$ cat config.mk
export PLATFORM = sky130hd
export DESIGN_NAME = csr_axil_arbiter
export DESIGN_NICKNAME = d
export VERILOG_FILES = /design/src/rtl/bster_h.sv /design/src/rtl/rr_arb2.sv /design/src/rtl/csr_axil_arbiter.sv
export SDC_FILE = /design/constraint.sdc
export NUM_CORES = 1
export LEC_CHECK = 0
export CAP_MARGIN = 20
export CORE_AREA = 8 8 114 116
export DETAILED_ROUTE_END_ITERATION = 10
export DIE_AREA = 0 0 122 124
export HOLD_SLACK_MARGIN = 0.1
export PLACE_DENSITY = 0.66
export SLEW_MARGIN = 20
export SYNTH_ARGS = -nofsm -noshare
export SYNTH_HDL_FRONTEND = slang
export SYNTH_SLANG_ARGS = --single-unit
$ cat constraint.sdc
create_clock -name aclk -period 2.1 [get_ports aclk]
set_clock_uncertainty 0.2 [all_clocks]
set_input_delay 0.21 -clock aclk [delete_from_list [all_inputs] [get_ports aclk]]
set_output_delay 0.21 -clock aclk [all_outputs]
set_load 0.005 [all_outputs]
$ cat src/rtl/bster_h.sv
// Shared types and constants for the bster CSR AXI4-lite arbiter.
// Holds the per-channel FSM encodings and the AXI response codes.
package bster_h;

  localparam int NB_CSR_MASTERS = 2;

  localparam logic [1:0] AXI_OKAY   = 2'b00;
  localparam logic [1:0] AXI_SLVERR = 2'b10;

  typedef enum logic [1:0] {
    WR_IDLE      = 2'd0,
    WR_ADDR_DATA = 2'd1,
    WR_RESP      = 2'd2
  } wr_state_e;

  typedef enum logic [1:0] {
    RD_IDLE = 2'd0,
    RD_ADDR = 2'd1,
    RD_DATA = 2'd2
  } rd_state_e;

endpackage

$ cat src/rtl/rr_arb2.sv
// Two-requester arbiter: grant registered on the arbitration cycle, held until done_i.
// CSR_ARB_FIXED_PRIO_EN selects fixed priority (port 0 wins); default is round-robin.
module rr_arb2
  import bster_h::*;
(
  input  logic                      clk_i,
  input  logic                      rst_n_i,
  input  logic [NB_CSR_MASTERS-1:0] req_i,
  input  logic                      arb_en_i,
  input  logic                      done_i,
  output logic [NB_CSR_MASTERS-1:0] gnt_o
);

  logic [NB_CSR_MASTERS-1:0] gnt_q, gnt_d, pick;

`ifdef CSR_ARB_FIXED_PRIO_EN
  always_comb begin
    pick = req_i;
    if (req_i[0]) pick = 2'b01;
  end
`else
  // ptr_q names the port preferred on a tie; it moves to the other port after each done.
  logic ptr_q, ptr_d;

  always_comb begin
    pick = req_i;
    if (req_i == 2'b11) pick = ptr_q ? 2'b10 : 2'b01;
  end

  always_comb begin
    ptr_d = ptr_q;
    if (done_i) ptr_d = ~gnt_q[1];
  end

  always_ff @(posedge clk_i or negedge rst_n_i) begin
    if (!rst_n_i) ptr_q <= 1'b0;
    else          ptr_q <= ptr_d;
  end
`endif

  always_comb begin
    gnt_d = gnt_q;
    if (done_i)                   gnt_d = '0;
    else if (arb_en_i && |req_i)  gnt_d = pick;
  end

  always_ff @(posedge clk_i or negedge rst_n_i) begin
    if (!rst_n_i) gnt_q <= '0;
    else          gnt_q <= gnt_d;
  end

  assign gnt_o = gnt_q;

endmodule

$ cat src/rtl/csr_axil_arbiter.sv
// Two-master to one-slave AXI4-lite CSR arbiter; write and read channels arbitrate independently,
// one outstanding transaction each. CSR_ARB_FIXED_PRIO_EN switches ties to fixed priority.
module csr_axil_arbiter
  import bster_h::*;
#(
  parameter int CSR_ADDR_WIDTH = 8,
  parameter int CSR_DATA_WIDTH = 32
) (
  input  logic                        aclk,
  input  logic                        aresetn,
  input  logic                        s0_awvalid,
  input  logic [CSR_ADDR_WIDTH-1:0]   s0_awaddr,
  input  logic [1:0]                  s0_awprot,
  output logic                        s0_awready,
  input  logic                        s0_wvalid,
  input  logic [CSR_DATA_WIDTH-1:0]   s0_wdata,
  input  logic [CSR_DATA_WIDTH/8-1:0] s0_wstrb,
  output logic                        s0_wready,
  output logic                        s0_bvalid,
  output logic [1:0]                  s0_bresp,
  input  logic                        s0_bready,
  input  logic                        s0_arvalid,
  input  logic [CSR_ADDR_WIDTH-1:0]   s0_araddr,
  input  logic [1:0]                  s0_arprot,
  output logic                        s0_arready,
  output logic                        s0_rvalid,
  output logic [CSR_DATA_WIDTH-1:0]   s0_rdata,
  output logic [1:0]                  s0_rresp,
  input  logic                        s0_rready,
  input  logic                        s1_awvalid,
  input  logic [CSR_ADDR_WIDTH-1:0]   s1_awaddr,
  input  logic [1:0]                  s1_awprot,
  output logic                        s1_awready,
  input  logic                        s1_wvalid,
  input  logic [CSR_DATA_WIDTH-1:0]   s1_wdata,
  input  logic [CSR_DATA_WIDTH/8-1:0] s1_wstrb,
  output logic                        s1_wready,
  output logic                        s1_bvalid,
  output logic [1:0]                  s1_bresp,
  input  logic                        s1_bready,
  input  logic                        s1_arvalid,
  input  logic [CSR_ADDR_WIDTH-1:0]   s1_araddr,
  input  logic [1:0]                  s1_arprot,
  output logic                        s1_arready,
  output logic                        s1_rvalid,
  output logic [CSR_DATA_WIDTH-1:0]   s1_rdata,
  output logic [1:0]                  s1_rresp,
  input  logic                        s1_rready,
  output logic                        m_awvalid,
  output logic [CSR_ADDR_WIDTH-1:0]   m_awaddr,
  output logic [1:0]                  m_awprot,
  input  logic                        m_awready,
  output logic                        m_wvalid,
  output logic [CSR_DATA_WIDTH-1:0]   m_wdata,
  output logic [CSR_DATA_WIDTH/8-1:0] m_wstrb,
  input  logic                        m_wready,
  input  logic                        m_bvalid,
  input  logic [1:0]                  m_bresp,
  output logic                        m_bready,
  output logic                        m_arvalid,
  output logic [CSR_ADDR_WIDTH-1:0]   m_araddr,
  output logic [1:0]                  m_arprot,
  input  logic                        m_arready,
  input  logic                        m_rvalid,
  input  logic [CSR_DATA_WIDTH-1:0]   m_rdata,
  input  logic [1:0]                  m_rresp,
  output logic                        m_rready
);

  logic [NB_CSR_MASTERS-1:0] wgnt, rgnt;
  wr_state_e wr_state_q, wr_state_d;
  rd_state_e rd_state_q, rd_state_d;
  logic aw_done_q, aw_done_d, w_done_q, w_done_d;
  logic wr_done, rd_done;

  rr_arb2 u_wr_arb (
    .clk_i    (aclk),
    .rst_n_i  (aresetn),
    .req_i    ({s1_awvalid, s0_awvalid}),
    .arb_en_i (wr_state_q == WR_IDLE),
    .done_i   (wr_done),
    .gnt_o    (wgnt)
  );

  rr_arb2 u_rd_arb (
    .clk_i    (aclk),
    .rst_n_i  (aresetn),
    .req_i    ({s1_arvalid, s0_arvalid}),
    .arb_en_i (rd_state_q == RD_IDLE),
    .done_i   (rd_done),
    .gnt_o    (rgnt)
  );

  // Granted-port views; only meaningful while the matching FSM is past IDLE.
  logic                        g_awvalid, g_wvalid, g_bready, g_arvalid, g_rready;
  logic [CSR_ADDR_WIDTH-1:0]   g_awaddr, g_araddr;
  logic [1:0]                  g_awprot, g_arprot;
  logic [CSR_DATA_WIDTH-1:0]   g_wdata;
  logic [CSR_DATA_WIDTH/8-1:0] g_wstrb;

  assign g_awvalid = wgnt[1] ? s1_awvalid : s0_awvalid;
  assign g_awaddr  = wgnt[1] ? s1_awaddr  : s0_awaddr;
  assign g_awprot  = wgnt[1] ? s1_awprot  : s0_awprot;
  assign g_wvalid  = wgnt[1] ? s1_wvalid  : s0_wvalid;
  assign g_wdata   = wgnt[1] ? s1_wdata   : s0_wdata;
  assign g_wstrb   = wgnt[1] ? s1_wstrb   : s0_wstrb;
  assign g_bready  = wgnt[1] ? s1_bready  : s0_bready;
  assign g_arvalid = rgnt[1] ? s1_arvalid : s0_arvalid;
  assign g_araddr  = rgnt[1] ? s1_araddr  : s0_araddr;
  assign g_arprot  = rgnt[1] ? s1_arprot  : s0_arprot;
  assign g_rready  = rgnt[1] ? s1_rready  : s0_rready;

  logic                      awready_g, wready_g, bvalid_g, arready_g, rvalid_g;
  logic [1:0]                bresp_g, rresp_g;
  logic [CSR_DATA_WIDTH-1:0] rdata_g;

  always_comb begin
    wr_state_d = wr_state_q;
    aw_done_d  = aw_done_q;
    w_done_d   = w_done_q;
    wr_done    = 1'b0;
    m_awvalid  = 1'b0;
    m_awaddr   = '0;
    m_awprot   = '0;
    m_wvalid   = 1'b0;
    m_wdata    = '0;
    m_wstrb    = '0;
    m_bready   = 1'b0;
    awready_g  = 1'b0;
    wready_g   = 1'b0;
    bvalid_g   = 1'b0;
    bresp_g    = '0;
    case (wr_state_q)
      WR_IDLE: begin
        aw_done_d = 1'b0;
        w_done_d  = 1'b0;
        if (s0_awvalid || s1_awvalid) wr_state_d = WR_ADDR_DATA;
      end
      WR_ADDR_DATA: begin
        if (!aw_done_q) begin
          m_awvalid = g_awvalid;
          m_awaddr  = g_awaddr;
          m_awprot  = g_awprot;
          awready_g = m_awready;
        end
        if (!w_done_q) begin
          m_wvalid = g_wvalid;
          m_wdata  = g_wdata;
          m_wstrb  = g_wstrb;
          wready_g = m_wready;
        end
        aw_done_d = aw_done_q | (m_awvalid & m_awready);
        w_done_d  = w_done_q  | (m_wvalid & m_wready);
        if (aw_done_d && w_done_d) wr_state_d = WR_RESP;
      end
      WR_RESP: begin
        m_bready = g_bready;
        bvalid_g = m_bvalid;
        bresp_g  = m_bresp;
        if (m_bvalid && g_bready) begin
          wr_state_d = WR_IDLE;
          wr_done    = 1'b1;
        end
      end
      default: wr_state_d = WR_IDLE;
    endcase
  end

  always_comb begin
    rd_state_d = rd_state_q;
    rd_done    = 1'b0;
    m_arvalid  = 1'b0;
    m_araddr   = '0;
    m_arprot   = '0;
    m_rready   = 1'b0;
    arready_g  = 1'b0;
    rvalid_g   = 1'b0;
    rdata_g    = '0;
    rresp_g    = '0;
    case (rd_state_q)
      RD_IDLE: begin
        if (s0_arvalid || s1_arvalid) rd_state_d = RD_ADDR;
      end
      RD_ADDR: begin
        m_arvalid = g_arvalid;
        m_araddr  = g_araddr;
        m_arprot  = g_arprot;
        arready_g = m_arready;
        if (g_arvalid && m_arready) rd_state_d = RD_DATA;
      end
      RD_DATA: begin
        m_rready = g_rready;
        rvalid_g = m_rvalid;
        rdata_g  = m_rdata;
        rresp_g  = m_rresp;
        if (m_rvalid && g_rready) begin
          rd_state_d = RD_IDLE;
          rd_done    = 1'b1;
        end
      end
      default: rd_state_d = RD_IDLE;
    endcase
  end

  always_ff @(posedge aclk or negedge aresetn) begin
    if (!aresetn) begin
      wr_state_q <= WR_IDLE;
      rd_state_q <= RD_IDLE;
      aw_done_q  <= 1'b0;
      w_done_q   <= 1'b0;
    end else begin
      wr_state_q <= wr_state_d;
      rd_state_q <= rd_state_d;
      aw_done_q  <= aw_done_d;
      w_done_q   <= w_done_d;
    end
  end

  // Return paths reach only the granted port; the other stays all-zero.
  assign s0_awready = wgnt[0] & awready_g;
  assign s1_awready = wgnt[1] & awready_g;
  assign s0_wready  = wgnt[0] & wready_g;
  assign s1_wready  = wgnt[1] & wready_g;
  assign s0_bvalid  = wgnt[0] & bvalid_g;
  assign s1_bvalid  = wgnt[1] & bvalid_g;
  assign s0_bresp   = wgnt[0] ? bresp_g : '0;
  assign s1_bresp   = wgnt[1] ? bresp_g : '0;
  assign s0_arready = rgnt[0] & arready_g;
  assign s1_arready = rgnt[1] & arready_g;
  assign s0_rvalid  = rgnt[0] & rvalid_g;
  assign s1_rvalid  = rgnt[1] & rvalid_g;
  assign s0_rdata   = rgnt[0] ? rdata_g : '0;
  assign s1_rdata   = rgnt[1] ? rdata_g : '0;
  assign s0_rresp   = rgnt[0] ? rresp_g : '0;
  assign s1_rresp   = rgnt[1] ? rresp_g : '0;

endmodule

==> results of run 1 <==
power by group through the flow:
stage	Clock [uW]	Sequential [uW]	Combinational [uW]
finish	386	457	4140
global placement	0	446	4120
CTS	396	455	4190
floorplan	0	396	1930
detailed placement	0	452	4180
global route	409	473	4480
placed cells by master, fill, tap and decap left out, types with 3 or more instances in the layout:
cell             instances
a21oi_1                  4
a31oi_1                  4
mux2i_1                 55
dfrtp_1                 10
buf_4                   26
clkbuf_16                3
nor2_1                  59
dlygate4sd2_1          114
nand2_1                  4
nand3_1                  3
nor2_2                   4
clkdlybuf4s15_1          6
dlymetal6s2s_1           8
buf_12                   8
nor2b_4                  3
clkdlybuf4s50_1        178
and2_1                   4
inv_1                    4
o21ai_0                  5
and3_1                  84
cell families (layout without fill, tap and decap cells):
| logic type | after synthesis | count (layout) | share of synthesized area, % |
|---|---|---|---|
| buffers and inverters | 34 | 354 | 8.35 |
| AO/OA/AOI/OAI | 21 | 21 | 6.67 |
| flip-flops | 12 | 12 | 13.9 |
| AND/OR/NAND/NOR | 172 | 172 | 42.3 |
| multiplexers | 61 | 61 | 28.7 |
layer usage:
| layer | up-vias | GRT usage [%] |
|---|---|---|
| li1 | 1703 | - |
| met1 | 1620 | 16.9 |
| met2 | 157 | 34.1 |
| met3 | 16 | 5.44 |
| met4 | 0 | 3.47 |
| met5 | - | 0 |
cell type report:
class                   instances  area share, %
clock buffers                   4           1.55
multi-input cells             254           30.2
repair buffers                346           59.5
flip-flops and latches         12           5.28
inverters                       4          0.262
well taps                     143           3.12
metrics by stage:
step           area, um2  TNS (ns)  hold slack, ns
3_3_place_gp        5510         0           0.306
5_1_grt             5730  -0.00163           0.204
6_report            5730         0           0.137
4_1_cts             5690    -0.133           0.155
3_5_place_dp        5510         0           0.341
2_1_floorplan       2160         0          -0.286
flip-flops by register name, indices dropped and copies added, names as in the netlist:
signal / count
u_wr_arb.gnt_o: 2
aw_done_q: 1
wr_state_q: 2
w_done_q: 1
u_rd_arb.ptr_q: 1
rd_state_q: 2
u_wr_arb.ptr_q: 1
u_rd_arb.gnt_o: 2
timing repair:
action | in CTS | in global routing
cloned | 3 | 0
endpoints found under the setup margin | 140 | 24
buffers inserted | 12 | 1
gates resized for setup | 137 | 19
hold buffers | 0 | 0
cell usage after synthesis:
cell,instances
nor2b_1,3
nand2_1,4
buf_6,4
a32o_1,1
a311oi_1,1
a31oi_1,4
o21ai_0,5
nand4b_1,1
nor2_1,61
clkbuf_1,9
and3_1,84
nand3b_1,1
mux2_2,3
nand2b_2,1
nand3_1,3
and2_1,4
nor2_2,2
nor3_1,2
buf_1,1
buf_2,9
a21oi_1,4
clkbuf_2,6
mux2i_1,57
buf_4,1
nand2b_1,3
inv_1,4
or2_1,1
o31ai_1,1
a21bo_2,2
or2_2,1
mux2_4,1
dfrtp_1,12
a31o_2,2
or3_1,1
o311a_1,1
worst max path at each step:
stage / end / start / cells past startpoint / slack (ns)
finish: s0_rdata[19] / rd_state_q[1] / 6 / 0.07
global route: m_awaddr[7] / wr_state_q[0] / 5 / -0.001
CTS: m_wdata[26] / wr_state_q[1] / 5 / -0.13
detailed placement: m_wdata[9] / wr_state_q[1] / 5 / 0.02
global placement: m_awaddr[0] / wr_state_q[1] / 4 / 0.06
floorplan: m_wdata[0] / wr_state_q[1] / 5 / 0.51
==> run metrics, run 1 <==
placer congestion estimate 0.847; Initial Util 19.3%; Met2 Routed Length 7880 um; Reg2Reg Depth 5; Combinational Power Share 83.1%; CP dominant cell by count buf_4; remaining antenna violation count 0; H-Tree Depth 1; Max-Cap Viols 0; cells along the critical path nor2b_4, buf_4, buf_4, buf_12, and3_1, dlygate4sd2_1; global-route wire length before repair 20600 um; CTS sink cnt 12; Detailed Place HPWL 12200 um; number of global-route vias before repair 3602; CTS Buffer Depth 2; Vias/cell 4.58; antenna violations before repair 0; Routed WL 14500 um; CTS root buf clkbuf_16; CP required 1.69 ns; Post-Layout Cell Count 763; Worst Slack Setup Final 0.0658 ns; Worst path top cell family by delay buffers and inverters; die area 15100 um2; nets@finish 786; P_sw 2030 uW; # setup viols final 0; Reg clk slew, reported paths 0.04 ns; Post-Place Cells 743; largest net degree at the start of global routing 38; outcome completed; # DRC 0; Final Total Pwr 4990 uW; dominant cells by area after synthesis mux2i_1, and3_1, dfrtp_1, nor2_1, buf_2; Final Hold Vio Count 0; Area Overhead vs Synth 166%; maximum vdd drop 578 uV; slew margin rel. 62.5%; fin crit period 2.03 ns; register area 303 um2; DR WL met3 1350 um; multi-input logic area 1730 um2; slew at the pin with the worst max-slew slack 0.561 ns; fillers 1103; Top Layer Used met4; final antenna diode count 0; number of CTS-inserted buffers 3; worst-path fanout max 19; area share of the largest cell type after synthesis 26.5%; wire per inst 19.0 um; First DRT Iteration DRCs 125; worst path bufs/invs 4; Sequential Power Share 9.2%; Pint 2960 uW; syn avg cell area 7.19 um2; Synth area leader mux2i_1; r2r setup slk 0.46 ns; post-synthesis cell type count 35; post-synthesis register bit count 12; Clk Latency, worst-skew pair 0.24 ns; pre-CTS setup slack 0.0173 ns; Clock Power Share 7.7%; Sw Share 40.7%; core area 11200 um2; met1 wire length 5070 um; reg2reg end u_rd_arb.gnt_o[0]; Critical Path Sink Type output port; Pleak 0.00329 uW; HP Class in2async; CP Class reg2out; Mapped Nets 465; share of cells above drive strength 1 10.8%; worst r2r src rd_state_q[0]; WP data arrival 1.62 ns; IO buf count 307; PD cells 870 nW/um2; slowest cell on the critical path dfrtp_1; Fmax 492 MHz; Vert. Die Dim 124 um; vias after detailed routing 3496; Post-Syn Instances 300; Die Wd 122 um; First-pass DRT Iterations 4; Mapped Area 2160 um2; startpoint type of the worst setup path flip-flop; Ys Warns 0; CTS tree built; crit share post-route 96.9%; Remaining Overflow, GRT 0; Core Rows 39; I/O pins 308; slowest stage delay, CP 0.37 ns; Pins Over Slew Limit 0; Seq/Total Area, Yosys 13.9%; gr usage total 17.1%; Finished Core Util 51.3%
(Power assumes the default switching activity.)
==> run 2: changes to the inputs <==
CORE_AREA = 2 2 121 123   (was 8 8 114 116)
CTS_CLUSTER_SIZE = 30   (was default)
DIE_AREA = 0 0 123 125   (was 0 0 122 124)
PLACE_DENSITY = 0.54   (was 0.66)
==> run metrics, run 2 (synthesis gave the netlist of run 1 again) <==
worst path bufs/invs 2; slew margin rel. 62.5%; Initial Util 15.2%; Vias/cell 4.26; Core Rows 44; Area Overhead vs Synth 170%; vias after detailed routing 3436; commonest non-fill, non-tap cell in the layout clkdlybuf4s50_1; reg2reg end wr_state_q[1]; core area 14200 um2; fillers 1450; slowest stage delay, CP 0.48 ns; crit share post-route 101%; number of CTS-inserted buffers 3; I/O pins 308; TNS Setup -0.0221 ns; outcome complete, but fails checks; antenna violations before repair 0; Pleak 0.00328 uW; placer congestion estimate 0.852; Detailed Place HPWL 10000 um; Reg clk slew, reported paths 0.04 ns; Critical Path Sink Type output port; Clk Latency, worst-skew pair 0.23 ns; CTS Buffer Depth 2; slowest cell on the critical path dfrtp_2; Fin Hold WS 0.139 ns; global-route wire length before repair 18200 um; CTS root buf clkbuf_16; Final Hold Vio Count 0; Remaining Overflow, GRT 0; startpoint type of the worst setup path flip-flop; fin crit period 2.12 ns; failing checks negative setup slack; largest net degree at the start of global routing 38; WP data arrival 1.71 ns; r2r setup slk 0.45 ns; Post-Layout Inst Area 5830 um2; IO buf count 307; CTS tree built; Routed WL 12600 um; Finished Core Util 41.0%; Reg2Reg Depth 5; H-Tree Depth 1; CP Class reg2out; cells along the critical path buf_4, mux2i_2, nor2_1, clkdlybuf4s50_1; Fmax 471 MHz; pre-CTS setup slack 0.00568 ns; PD cells 872 nW/um2; slew at the pin with the worst max-slew slack 0.561 ns; number of global-route vias before repair 3395; Worst path top cell family by delay buffers and inverters; Max-Cap Viols 0; nets@finish 788; die area 15400 um2; Worst Slack Setup Final -0.0221 ns; Pins Over Slew Limit 0; wire per inst 15.6 um; CTS sink cnt 12; share of cells above drive strength 1 14.0%; RSZ-0062 raised after global routing yes; Placed Area 5530 um2; worst r2r src u_wr_arb.gnt_o[1]; # DRC 0; gr usage total 14.8%; First DRT Iteration DRCs 63; maximum vdd drop 384 uV; remaining antenna violation count 0; # setup viols final 1; HP Class in2async; most frequent cells in the layout clkdlybuf4s50_1, dlygate4sd2_1, and3_1; Vert. Die Dim 125 um; First-pass DRT Iterations 4; CP required 1.69 ns; Die Wd 123 um; final antenna diode count 0; worst-path fanout max 7
==> run 2: layer usage <==
metal | up-vias | part of all wire (%) | global-route usage [%]
met1 | 1577 | 38 | 16.3
met3 | 6 | 7.4 | 1.69
li1 | 1712 | - | -
met5 | - | 0 | 0
met2 | 141 | 54 | 29.8
met4 | 0 | 0.82 | 2.74
==> run 2: layout make-up <==
cell class	count	area, um2	area share, %
Clock buffer	4	88.8	1.52
Inverter	4	15.0	0.258
Multi-Input combinational cell	255	1770	30.4
Sequential cell	12	303	5.19
Tap cell	184	230	3.95
Timing Repair Buffer	347	3420	58.7
==> run 2: what timing repair did <==
item | CTS | global route
buffers inserted | 7 | 7
cloned | 5 | 0
pin swaps | 1 | 0
endpoints found under the setup margin | 140 | 36
endpoints found under the hold margin | 0 | 0
gates resized for setup | 155 | 37
hold buffers | 0 | 0
==> run 2: power breakdown <==
group / total [uW] / switching, uW / internal, uW / leakage, uW
Combinational: 4230 / 1790 / 2440 / 0.00310
Clock: 381 / 94.5 / 287 / 0.0000442
Sequential: 467 / 136 / 331 / 0.000138
==> run 2: worst max path at each step <==
| stage | from | end | slack [ns] | cells past startpoint |
|---|---|---|---|---|
| after floorplan | wr_state_q[1] | m_wdata[0] | 0.51 | 5 |
| after global placement | wr_state_q[1] | m_awaddr[0] | 0.01 | 4 |
| after detailed placement | wr_state_q[1] | m_awaddr[0] | 0.006 | 4 |
| after CTS | wr_state_q[1] | m_wdata[18] | -0.17 | 5 |
| after global routing | u_wr_arb.gnt_o[1] | m_awprot[1] | -0.08 | 4 |
| final | u_wr_arb.gnt_o[1] | m_awprot[1] | -0.02 | 4 |
==> run 2: through the flow <==
| step | power (uW) | std cells |
|---|---|---|
| 2_1_floorplan | 2320 | 300 |
| 3_3_place_gp | 4450 | 783 |
| 3_5_place_dp | 4470 | 783 |
| 4_1_cts | 5010 | 799 |
| 5_1_grt | 5480 | 806 |
| 6_report | 5080 | 806 |
